<file path="config.mk">
export PLATFORM = sky130hd
export DESIGN_NAME = instr_decode_ctrl
export DESIGN_NICKNAME = d
export VERILOG_FILES = /design/src/rtl/instr_decode_ctrl.sv
export SDC_FILE = /design/constraint.sdc
export NUM_CORES = 1
export LEC_CHECK = 0
export CAP_MARGIN = 20
export CORE_MARGIN = 4
export CORE_UTILIZATION = 42
export CTS_BUF_LIST = sky130_fd_sc_hd__clkbuf_4
export DETAILED_ROUTE_END_ITERATION = 10
export PLACE_DENSITY = 0.79
export SLEW_MARGIN = 30
export SYNTH_ARGS = -nofsm -noshare
export SYNTH_HDL_FRONTEND = slang
export SYNTH_SLANG_ARGS = --single-unit
</file>
<file path="constraint.sdc">
create_clock -name clk -period 1.7 [get_ports clk]
set_input_delay 0.17 -clock clk [delete_from_list [all_inputs] [get_ports clk]]
set_output_delay 0.17 -clock clk [all_outputs]
set_load 0.02 [all_outputs]
</file>
<file path="src/rtl/instr_decode_ctrl.sv">
// Multi-cycle fetch/decode/execute sequencer for the 16-bit core.
// Decodes IR into register-file addresses and per-state datapath controls.
module instr_decode_ctrl #(
  parameter logic [15:0] RESET_PC = 16'h0000
) (
  input  logic        clk,
  input  logic        rst,
  output logic        imem_req,
  input  logic        imem_ack,
  input  logic [15:0] imem_data,
  input  logic        alu_zero,
  input  logic [15:0] br_target,
  input  logic        mem_done,
  output logic [3:0]  A_ReadReg1RT,
  output logic [3:0]  A_ReadReg2RT,
  output logic [3:0]  A_Offset,
  output logic [3:0]  A_RegSWLW,
  output logic [3:0]  A_WriteRegRT_BT,
  output logic        C_RegDstWrite,
  output logic        C_RegWrite,
  output logic        C_MemToReg,
  output logic        C_MemRead,
  output logic        C_MemWrite,
  output logic [2:0]  alu_op,
  output logic [15:0] pc,
  output logic        halted,
  output logic        illegal
);

  typedef enum logic [2:0] {
    S_FETCH, S_DECODE, S_EXEC, S_MEM, S_WB, S_HALT
  } state_t;

  state_t      state, state_nx;
  logic [15:0] ir;
  logic [3:0]  op;
  logic        is_r, is_lw, is_sw, is_beq;
  logic        is_jmp, is_halt, is_ill;

  assign op      = ir[15:12];
  assign is_r    = (op[3:2] == 2'b00);
  assign is_lw   = (op == 4'h4);
  assign is_sw   = (op == 4'h5);
  assign is_beq  = (op == 4'h6);
  assign is_jmp  = (op == 4'h7);
  assign is_halt = (op == 4'hF);
  assign is_ill  = op[3] && !is_halt;

  assign A_ReadReg1RT    = ir[7:4];
  assign A_ReadReg2RT    = ir[3:0];
  assign A_Offset        = ir[3:0];
  assign A_RegSWLW       = ir[11:8];
  assign A_WriteRegRT_BT = is_beq ? ir[3:0] : ir[11:8];

  always_ff @(posedge clk) begin
    if (!rst) state <= S_FETCH;
    else      state <= state_nx;
  end

  always_comb begin
    state_nx = state;
    unique case (state)
      S_FETCH:  if (imem_ack) state_nx = S_DECODE;
      S_DECODE: begin
        if (is_halt)               state_nx = S_HALT;
        else if (is_jmp || is_ill) state_nx = S_FETCH;
        else                       state_nx = S_EXEC;
      end
      S_EXEC: begin
        if (is_r)                 state_nx = S_WB;
        else if (is_lw || is_sw)  state_nx = S_MEM;
        else                      state_nx = S_FETCH;
      end
      S_MEM:  if (mem_done) state_nx = is_lw ? S_WB : S_FETCH;
      S_WB:   state_nx = S_FETCH;
      S_HALT: state_nx = S_HALT;
      default: state_nx = S_FETCH;
    endcase
  end

  // Outputs stay quiet while reset is held, even though state is FETCH.
  always_comb begin
    imem_req      = 1'b0;
    C_RegDstWrite = 1'b0;
    C_RegWrite    = 1'b0;
    C_MemToReg    = 1'b0;
    C_MemRead     = 1'b0;
    C_MemWrite    = 1'b0;
    alu_op        = 3'd0;
    if (rst) begin
      unique case (state)
        S_FETCH: imem_req = 1'b1;
        S_EXEC: begin
          unique case (1'b1)
            is_r:    alu_op = op[2:0];
            is_beq:  alu_op = 3'd1;
            default: alu_op = 3'd0;
          endcase
        end
        S_MEM: begin
          C_MemRead  = is_lw;
          C_MemWrite = is_sw;
        end
        S_WB: begin
          C_RegWrite    = 1'b1;
          C_MemToReg    = is_lw;
          C_RegDstWrite = is_r;
        end
        default: ;
      endcase
    end
  end

  always_ff @(posedge clk) begin
    if (!rst) begin
      pc      <= RESET_PC;
      ir      <= 16'h0000;
      halted  <= 1'b0;
      illegal <= 1'b0;
    end else begin
      unique case (state)
        S_FETCH: begin
          if (imem_ack) begin
            ir <= imem_data;
            pc <= pc + 16'd1;
          end
        end
        S_DECODE: begin
          if (is_jmp)  pc      <= {4'h0, ir[11:0]};
          if (is_halt) halted  <= 1'b1;
          if (is_ill)  illegal <= 1'b1;
        end
        S_EXEC: begin
          if (is_beq && alu_zero) pc <= br_target;
        end
        default: ;
      endcase
    end
  end

endmodule
</file>
==> results.json, run 1 <==
{
  "grt_pass1_vias": 2736,
  "worstReg2RegEnd": "pc[3]",
  "rsz0062_at_grt": "true",
  "hold_violations": 0,
  "die_area_um2": 6970,
  "routed_via_density": 6.20,
  "drive_gt1_share_pct": 32.9,
  "status": "complete, but fails checks",
  "utilization_pct": 71.9,
  "ys_warn_count": 0,
  "avgSynthCellArea_um2": 7.82,
  "layout_common_cells": "clkdlybuf4s50_1, nand2_1, buf_4",
  "startpoint_type": "flop",
  "drt_wl_total_um": 9530,
  "ff2ff_path_depth": 5,
  "grt_max_degree": 28,
  "grt_use_total_pct": 22.9,
  "min-delay-start": "imem_data[12]",
  "synthesis.instances": 306,
  "max-vdd-ir-drop_uv": 494,
  "slew_viol_final": 0,
  "ant_nets": 0,
  "setup_viol": 25,
  "synth.top_cell.area_share_pct": 30.9,
  "io_pins": 84,
  "clock.fmax_mhz": 555,
  "netlist_area_um2": 2390,
  "grt-ovfl-total": 0,
  "clkTransAtPathRegs_ns": 0.13,
  "power.leakage_uw": 0.00150,
  "synth_fp_nets": 344,
  "crit_arrival_ns": 1.63,
  "p_per_area_nw_per_um2": 799,
  "cts-hold-fix-buffers": 0,
  "worstMarginPinSlew_ns": 0.574,
  "htreeDepth": 2,
  "synthFlopType": "dfxtp_1",
  "synth.distinct_cells": 57,
  "critical_path_required_ns": 1.53,
  "port_buffers": 82,
  "numCtsBuffers": 5,
  "drt_iter0_markers": 400,
  "die_h_um": 83.5,
  "vias": 3012,
  "place_congestion": 0.911,
  "violations": "setup timing",
  "yosysSeqAreaShare_pct": 30.9,
  "finalCritPeriodShare_pct": 106,
  "diodes": 0,
  "synth_edf_count": 0,
  "cap_violations": 0,
  "nFillCells": 408,
  "cts.sinks": 37,
  "tritoncts": "built",
  "max_slew_margin_pct": 61.6,
  "hold_class": "in -> reg",
  "start_util_pct": 43.5,
  "grt_first_pass_wirelength_um": 13100,
  "nets": 451,
  "clockBufferDepth": 2,
  "holdPathEnd": "ir[12]",
  "fin_ws_ns": -0.101,
  "rr_startpoint": "state[0]",
  "async_reset_ff_share_pct": 0,
  "final_common_cell": "clkdlybuf4s50_1",
  "finalSetupTns_ns": -1.08,
  "r2r_slack_ns": -0.07,
  "finClkSkew_ns": 0.0101,
  "die_x_um": 83.5,
  "clk_latency_ns": 0.36,
  "rows": 27,
  "ctsRootBufferMaster": "clkbuf_4",
  "wl_per_cell_um": 19.6,
  "path_class": "reg -> out",
  "cp-end-kind": "output pin",
  "dp_hpwl_um": 5710,
  "post-route-min-period_ns": 1.80,
  "area_growth_pct": 65.4,
  "hold_depth": 3,
  "ys_ff_latch": 37,
  "antenna_found_initial": 0,
  "drc": 0,
  "path_max_fanout": 3,
  "synth_top_cell_by_area": "dfxtp_1",
  "synth_area_leaders": "dfxtp_1, nand2_1, a22oi_1",
  "first_pass_iters": 5,
  "core_um2": 5510
}
## critical path, stage by stage (launching register included)
cell and delay (ns):
dfxtp_2 0.36, inv_2 0.05, or4_4 0.58, nor3_4 0.15, buf_6 0.14
## area by class of cell
class                           instances  area (um2)  share of cell area (%)
Clock buffer                            5        37.5                   0.948
Tap cell                               72        90.1                    2.28
Sequential cell                        37         759                    19.2
Inverter                                4        15.0                   0.379
Timing Repair Buffer                  142        1360                    34.4
Clock inverter                          3        65.1                    1.64
Multi-Input combinational cell        223        1630                    41.2
## worst max-delay path by stage
stage,to,slack [ns],startpoint,depth (start not counted)
4_1_cts,A_WriteRegRT_BT[2],-0.15,ir[13],6
3_5_place_dp,C_MemToReg,-0.44,rst,5
2_1_floorplan,C_MemRead,-0.15,ir[15],3
3_3_place_gp,C_RegDstWrite,-0.41,rst,5
6_report,C_MemToReg,-0.10,state[2],4
5_1_grt,C_MemToReg,-0.15,state[2],4
## metal layers
layer  routed length [um]  share of wire [%]  up-vias  GRT usage [%]
li1                     -                  -     1343              -
met1                 3690                 39     1388           28.7
met2                 4540                 48      221           38.0
met3                  909                9.5       60           5.73
met4                  390                4.1        0           8.04
met5                    0                  0        -              0
## kinds of logic (layout without fill, tap and decap cells)
kind of cell | count (synthesis) | after routing | share of synthesized area (%)
AOI/OAI and AO/OA | 91 | 91 | 27.4
muxes | 4 | 4 | 1.88
xor gates and xnor gates | 1 | 1 | 0.366
and+or+nand+nor | 125 | 125 | 27.4
DFF | 37 | 37 | 30.9
adders and majority gates | 1 | 1 | 0.523
buffers and inverters | 46 | 154 | 11.2
other | 1 | 1 | 0.157
## state kept, by name, indices dropped and copies added, names as in the netlist
signal and cells:
ir 16, pc 16, state 3, halted 1, illegal 1
## metrics by stage
step | total power (uW) | hold WS, ns | cells | instance area (um2) | worst slack (ns)
4_1_cts | 2930 | 0.347 | 473 | 3610 | -0.148
5_1_grt | 3290 | 0.349 | 486 | 3960 | -0.146
2_1_floorplan | 1650 | 0.306 | 306 | 2390 | -0.152
3_5_place_dp | 2100 | 0.459 | 460 | 3390 | -0.444
6_report | 3160 | 0.350 | 486 | 3960 | -0.101
3_3_place_gp | 2080 | 0.454 | 460 | 3390 | -0.409
## cell usage after synthesis (all sizes together) (2+ instances only)
library cell  instances
o32ai                 6
clkbuf               11
and4                  4
o211ai                2
a21oi                23
nor3b                 3
and3b                 3
o211a                 2
a22o                  2
nor3                  8
o32a                  4
o31a                  6
buf                  31
nand3                 6
nand2                61
nand4                 7
nor2b                 5
inv                   3
a222oi                2
and2                  2
nor2                  9
and3                  4
dfxtp                37
mux2                  4
a22oi                21
nor4                  3
o22ai                 7
nand3b                3
o21ai                 6
## where the power goes
part	internal (uW)	switching, uW
clock	455	321
combinational	673	679
sequential	942	94.2
## what timing repair did
item                                    4_1_cts  5_1_grt
endpoints found under the setup margin       26       28
gates cloned                                  0        1
endpoints found under the hold margin         0        0
buffers inserted                              5       12
pin swaps                                     4       17
gates resized for setup                      95       56
Note: power is estimated with default switching activity, not from simulation.
==> run 2, diff against run 1 <==
Settings changed: CORE_MARGIN 4 to 5, CORE_UTILIZATION 42 to 41, CTS_BUF_LIST sky130_fd_sc_hd__clkbuf_4 to not set, PLACE_DENSITY 0.79 to 0.78.
==> run 2 against run 1 <==
The flow still finishes with violations (setup timing); non-clock buffer count fell by 8; register-to-register slack gained 0.02 ns; clock skew decreased by 0.0011 ns; power fell by 5.9%; first-iteration DRC count down 45%; sequential share of layout area rose by 0.45 points; critical path depth grew 2; sequential power about the same; critical path type is now reg -> reg; critical endpoint is now pc[0]; highest routed layer unchanged.
==> results.json, run 2 (synthesized netlist as in run 1, its figures left out) <==
{
  "p_per_area_nw_per_um2": 772,
  "grt_pass1_vias": 2811,
  "cts.sinks": 37,
  "cp-end-kind": "flop",
  "numCtsBuffers": 5,
  "critical_path_required_ns": 1.89,
  "finClkSkew_ns": 0.00902,
  "ctsRootBufferMaster": "clkbuf_8",
  "routed_via_density": 5.99,
  "place_congestion": 0.902,
  "clockBufferDepth": 2,
  "core_um2": 5570,
  "path_class": "reg -> reg",
  "hold_violations": 0,
  "drc": 0,
  "rsz0062_at_grt": "true",
  "area_growth_pct": 61.1,
  "layout_common_cells": "clkdlybuf4s50_1, nand2_1, buf_4",
  "die_x_um": 86.4,
  "startpoint_type": "flop",
  "grt_max_degree": 28,
  "clock.fmax_mhz": 572,
  "grt_use_total_pct": 22.2,
  "cap_violations": 0,
  "antenna_found_initial": 0,
  "violations": "setup timing",
  "finalCritPeriodShare_pct": 103,
  "start_util_pct": 42.9,
  "htreeDepth": 2,
  "path_max_fanout": 4,
  "setup_viol": 5,
  "power.leakage_uw": 0.00143,
  "crit_arrival_ns": 1.93,
  "drt_wl_total_um": 8990,
  "dp_hpwl_um": 5920,
  "hold_class": "in -> reg",
  "io_pins": 84,
  "die_area_um2": 7470,
  "status": "complete, but fails checks",
  "clk_latency_ns": 0.29,
  "ant_nets": 0,
  "port_buffers": 82,
  "fin_area_um2": 3860,
  "grt-ovfl-total": 0,
  "die_h_um": 86.4,
  "placedInstanceArea_um2": 3380,
  "slew_viol_final": 0,
  "clkTransAtPathRegs_ns": 0.07,
  "wl_per_cell_um": 18.8,
  "fin_ws_ns": -0.0467,
  "drt_iter0_markers": 222,
  "tritoncts": "built",
  "nets": 443,
  "place_ws_ns": -0.470,
  "rows": 27,
  "vias": 2856,
  "grt_first_pass_wirelength_um": 13300,
  "final_common_cell": "clkdlybuf4s50_1",
  "diodes": 0,
  "post-route-min-period_ns": 1.75,
  "reg.largest.list": "ir (16), pc (16), state (3)",
  "first_pass_iters": 4,
  "max-vdd-ir-drop_uv": 424,
  "drive_gt1_share_pct": 30.1
}
-- run 2: cell count changes in the layout (fill, tap and decap cells not counted), sizes merged --
cell / before / now
clkinv: 2 / 1
clkdlybuf4s50: 69 / 70
bufinv: 2 / 0
clkbuf: 6 / 8
buf: 71 / 63
dlymetal6s2s: 1 / 0
-- run 2: metrics by stage --
step	hold WS, ns	power (uW)	TNS [ns]	std cells	utilization (%)
6_report	0.418	2980	-0.0894	477	69.2
3_3_place_gp	0.452	2080	-5.82	458	60.7
4_1_cts	0.416	2830	-0.183	473	64.6
5_1_grt	0.430	3110	-0.857	477	69.2
3_5_place_dp	0.461	2100	-7.60	458	60.7
2_1_floorplan	0.306	1650	-0.534	306	-
-- run 2: what timing repair did --
action                                  CTS  global route
cloned                                    1             1
endpoints found under the setup margin   28            29
hold buffers                              0             0
pin swaps                                 4            17
gates resized for setup                  80            64
setup buffers                             7             3
-- run 2: cell type report --
type / count / area, um2
fill: 436 / 1720
sequential: 37 / 757
clock buffer: 7 / 86.3
inverter: 4 / 15.0
timing repair buffer: 134 / 1310
multi-input combinational: 223 / 1600
tap: 72 / 90.1
-- run 2: layer usage --
| metal | wire [um] | vias up | GRT usage, % | share of wire (%) |
|---|---|---|---|---|
| met1 | 3520 | 1360 | 25.6 | 39 |
| met2 | 4400 | 140 | 38.7 | 49 |
| met3 | 825 | 29 | 6.94 | 9.2 |
| met4 | 246 | 0 | 7.65 | 2.7 |
| met5 | 0 | - | 0 | 0 |
| li1 | - | 1327 | - | - |
-- run 2: power breakdown --
part / switching [uW] / leakage (uW) / total, uW / internal (uW)
Sequential: 84.8 / 0.000305 / 1030 / 941
Combinational: 659 / 0.00108 / 1320 / 659
Clock: 313 / 0.0000443 / 635 / 322
-- run 2: final timing paths --
kind,endpoint,cells past startpoint,start,slack (ns)
worst max register to register,pc[0],6,state[1],-0.05
worst max-delay path,pc[0],6,state[1],-0.05
worst min-delay path,ir[3],3,imem_data[3],0.42
worst min register to register,halted,1,halted,0.47
-- run 2: worst max-delay path, cell delays in order, from the launching register on --
cell and delay (ns):
dfxtp_4 0.39, buf_6 0.11, and3b_2 0.23, o2111a_2 0.34, buf_6 0.14, or3_1 0.31, o211a_1 0.13
==> run 3, diff against run 2 <==
Settings changed: ABC_CLOCK_PERIOD_IN_PS set to 1700.
==> results of run 3 <==
Final layout, timing and power as in run 2 (identical DEF).
